File: src/rtl/priority_encoder_8to3_if.sv
// Request/result bundle for the 8-to-3 priority encoder.
// The requester drives D and consumes the registered index B and its
// qualifying valid flag; the encoder does the opposite.
interface priority_encoder_8to3_if;
    logic [7:0] D;
    logic [2:0] B;
    logic       valid;

    modport master (
        output D,
        input  B,
        input  valid
    );

    modport slave (
        input  D,
        output B,
        output valid
    );
endinterface

File: src/rtl/priority_encoder_8to3.sv
// Registered 8-to-3 priority encoder.
// Bit 7 of D has the highest priority. The index of the highest asserted
// bit and an any-bit-set flag are registered every cycle (one clock of
// latency, no enable). D = 8'h00 and D = 8'h01 both encode to 3'b000, so
// consumers must qualify B with valid.
module priority_encoder_8to3 (
    input  logic                    clk,
    input  logic                    rst_n,
    priority_encoder_8to3_if.slave  bus
);

    logic [2:0] index_s;
    logic       any_s;
    logic [2:0] b_r;
    logic       valid_r;

    // Leading-one position with bits below the leading one treated as don't-care.
    function automatic logic [2:0] encode_index(input logic [7:0] d);
        logic [2:0] idx;
        casez (d)
            8'b1???_????: idx = 3'd7;
            8'b01??_????: idx = 3'd6;
            8'b001?_????: idx = 3'd5;
            8'b0001_????: idx = 3'd4;
            8'b0000_1???: idx = 3'd3;
            8'b0000_01??: idx = 3'd2;
            8'b0000_001?: idx = 3'd1;
            8'b0000_0001: idx = 3'd0;
            default:      idx = 3'd0;
        endcase
        return idx;
    endfunction

    // Combinational encode of the current request vector.
    always_comb begin
        index_s = 3'd0;
        any_s   = 1'b0;
        index_s = encode_index(bus.D);
        any_s   = |bus.D;
    end

    // Result registers; reset clears them immediately, independent of clk.
    always_ff @(posedge clk or negedge rst_n) begin
        if (!rst_n) begin
            b_r     <= 3'd0;
            valid_r <= 1'b0;
        end else begin
            b_r     <= index_s;
            valid_r <= any_s;
        end
    end

    assign bus.B     = b_r;
    assign bus.valid = valid_r;

endmodule

File: src/flat_wrapper.sv
// flat-port wrapper written by rule: the top's interface ports become plain ports
module priority_encoder_8to3_flat 
  (clk, rst_n, bus_D, bus_B, bus_valid);
  priority_encoder_8to3_if bus_i ();
  input  logic clk;
  input  logic rst_n;
  input wire logic [$bits(bus_i.D)-1:0] bus_D;
  output wire logic [$bits(bus_i.B)-1:0] bus_B;
  output wire logic [$bits(bus_i.valid)-1:0] bus_valid;
  assign bus_i.D = bus_D;
  assign bus_B = bus_i.B;
  assign bus_valid = bus_i.valid;
  priority_encoder_8to3 u_core (.clk(clk), .rst_n(rst_n), .bus(bus_i));
endmodule
File: config.mk
export PLATFORM = sky130hd
export DESIGN_NAME = priority_encoder_8to3_flat
export DESIGN_NICKNAME = d
export VERILOG_FILES = /design/src/rtl/priority_encoder_8to3_if.sv /design/src/rtl/priority_encoder_8to3.sv /design/src/flat_wrapper.sv
export SDC_FILE = /design/constraint.sdc
export NUM_CORES = 1
export LEC_CHECK = 0
export ABC_AREA = 1
export BUFFER_PORTS_ARGS = -buffer_cell sky130_fd_sc_hd__buf_2
export CAP_MARGIN = 20
export CELL_PAD_IN_SITES_DETAIL_PLACEMENT = 0
export CELL_PAD_IN_SITES_GLOBAL_PLACEMENT = 2
export CORE_AREA = 2 2 39 41
export DETAILED_ROUTE_END_ITERATION = 6
export DIE_AREA = 0 0 41 43
export GPL_TIMING_DRIVEN = 0
export PLACE_DENSITY_LB_ADDON = 0.15
export SKIP_LAST_GASP = 1
export SLEW_MARGIN = 20
export SYNTH_ARGS = -nofsm -noshare
export SYNTH_HDL_FRONTEND = slang
export SYNTH_SLANG_ARGS = --single-unit
export TNS_END_PERCENT = 100
File: constraint.sdc
create_clock -name clk -period 0.8 [get_ports clk]
set_input_delay 0.08 -clock clk [delete_from_list [all_inputs] [get_ports clk]]
set_output_delay 0.08 -clock clk [all_outputs]
set_load 0.005 [all_outputs]
==> results_dict.tcl <==
set metrics [dict create \
    fp.dieW_um 41 \
    synth_area_leaders "dfrtp_1 47%, nor2_4 11%, nand2_1 8.9%, nand3_1 7.1%, nor2_1 7.1%" \
    rsz0062_at_grt "yes" \
    min_path_type "in -> reg" \
    ctsLongestPathBuffers 2 \
    syn_inst 26 \
    vias_per_cell 3.68 \
    ys_seq_elements 4 \
    timing.hold.ws_ns 0.0715 \
    holdPathStages 3 \
    drt-initial-drc-count 2 \
    p_leak_uw 0.000156 \
    slew_viol_final 0 \
    grt.overflow.total 0 \
    yosysWarnings 0 \
    min-delay-start "bus_D[0]" \
    ys.flop_type "dfrtp_1" \
    cts_tree "yes" \
    yosysSeqAreaShare_pct 47.3 \
    start_kind "flop" \
    yosysTopAreaCell "dfrtp_1" \
    dieArea_um2 1760 \
    crit_buf_inv 1 \
    synth.top_cells.by_count "5 x nand2_1, 4 x dfrtp_1, 4 x nor2_1" \
    cp_top_family "flip-flops" \
    crit_arrival_ns 0.71 \
    syn_nets 36 \
    grt_pass1_wl_um 848 \
    max_freq_mhz 1260 \
    wire_per_inst_um 8.32 \
    cts-root-buf "clkbuf_4" \
    route.vias.total 217 \
    fillers 162 \
    power_uw 539 \
    slowest_stage "dfrtp_1" \
    synth_area_um2 211 \
    finalCritPeriodShare_pct 98.8 \
    dieHeight_um 43 \
    yosysMostFrequentCell "nand2_1" \
    area_delta_synth_final_pct 55.6 \
    syn_area_per_cell_um2 8.13 \
    fin_crit_ns 0.791 \
    fin_nets 55 \
    setup.worst_path.end_class "primary output" \
    power_density_nw_per_um2 1640 \
    critPathKind "reg -> out" \
    crit_start "u_core.bus.B[2]" \
    grtUsageTotal_pct 7.63 \
    tns_ns 0 \
    worstPathMaxFanout 1 \
    clkSinkCount 4 \
    ioPinCount 14 \
    htree_num_levels 1 \
    hpwlAfterDp_um 425 \
    slowest_delay_ns 0.36 \
    ant_nets 0 \
    synth_top_area_share_pct 47.3 \
    drive_gt1_share_pct 48.8 \
    numCtsBuffers 3 \
    drc_errors 0 \
    async_reset_ff_share_pct 100 \
    drt-pass1-iter-count 3 \
    synth_edf_count 0 \
    tightest_slew_ns 0.124 \
    core_um2 1380 \
    finalSetupViolations 0 \
    initial_core_util_pct 15.3 \
    max_slew_margin_pct 91.7 \
    core.rowCount 14 \
    fin_util_pct 23.8 \
    gp_congestion 0.664 \
    antenna_found_initial 0 \
    vdd_drop_max_mv 0.301 \
    cp_data_required_time_ns 0.72 \
    grt_pass1_vias 241 \
    synth.distinct_cells 10 \
    diodes 0 \
    crit_chain "buf_2" \
    min_to "u_core.bus.valid" \
    outcome "finished clean" \
    drv_cap 0 \
    wirelength_um 491 \
    port_buffers 13 \
    grt_max_degree 5 \
    clkSlewWorstSetupHoldPaths_ns 0.04 \
    hold_violations 0 \
]
## kinds of logic (layout without fill, tap and decap cells)
logic type	Yosys count	in the layout	share of synthesized area (%)
compound gates	1	1	2.36
buf+inv	5	22	8.88
flops	4	4	47.3
simple gates	16	16	41.4
## metal layers
metal / up-vias / wire, um / share of wire, % / GRT usage [%]
li1: 114 / - / - / -
met1: 93 / 160 / 33 / 6.11
met2: 10 / 270 / 55 / 12.2
met3: 0 / 60 / 12 / 3.14
met4: 0 / 0 / 0 / 8.00
met5: - / 0 / 0 / 0
## per-stage QoR
step / setup slack (ns) / cells / cell area [um^2]
6_report: 0.00943 / 59 / 329
3_3_place_gp: 0.174 / 55 / 297
3_5_place_dp: 0.192 / 55 / 297
5_1_grt: -0.0309 / 59 / 329
2_1_floorplan: 0.371 / 26 / 211
4_1_cts: -0.00712 / 59 / 329
## cells in the final DEF (no fill, tap or decap)
cell type,count
dfrtp_1,4
buf_2,13
clkbuf_4,3
nand3_1,3
inv_2,2
inv_1,3
nand3_2,1
nor2_4,2
nor2_1,4
dlygate4sd3_1,1
a21oi_1,1
nand4_1,1
nand2_1,5
## power by group
part           internal, uW  switching [uW]  total (uW)
sequential              211            1.62         213
clock                   167            76.5         244
combinational          38.4            44.2        82.6
## final cells by class
type	instances	area [um^2]	share of cell area, %
Timing Repair Buffer	14	75.1	22.8
Clock buffer	3	22.5	6.84
Sequential cell	4	100	30.4
Multi-Input combinational cell	17	92.6	28.1
Tap cell	16	20.0	6.08
Inverter	5	18.8	5.70
## worst max-delay path by stage
stage	endpoint	slack [ns]	depth (start not counted)
after floorplan	bus_B[0]	0.37	0
after global placement	u_core.bus.B[0]	0.17	6
after detailed placement	u_core.bus.B[0]	0.19	6
after CTS	bus_B[2]	-0.007	1
after global routing	bus_B[2]	-0.03	1
final	bus_B[2]	0.009	1
## repair_timing
item / 4_1_cts / 5_1_grt
endpoints found under the setup margin: 1 / 3
gates resized for setup: 0 / 0
hold buffers: 1 / 0
setup buffers: 0 / 0
hold endpoints to repair: 4 / 0
## sequential cells by signal (all words and copies together) (netlist names)
name              flops
u_core.bus.B          3
u_core.bus.valid      1
(Power assumes the default switching activity.)
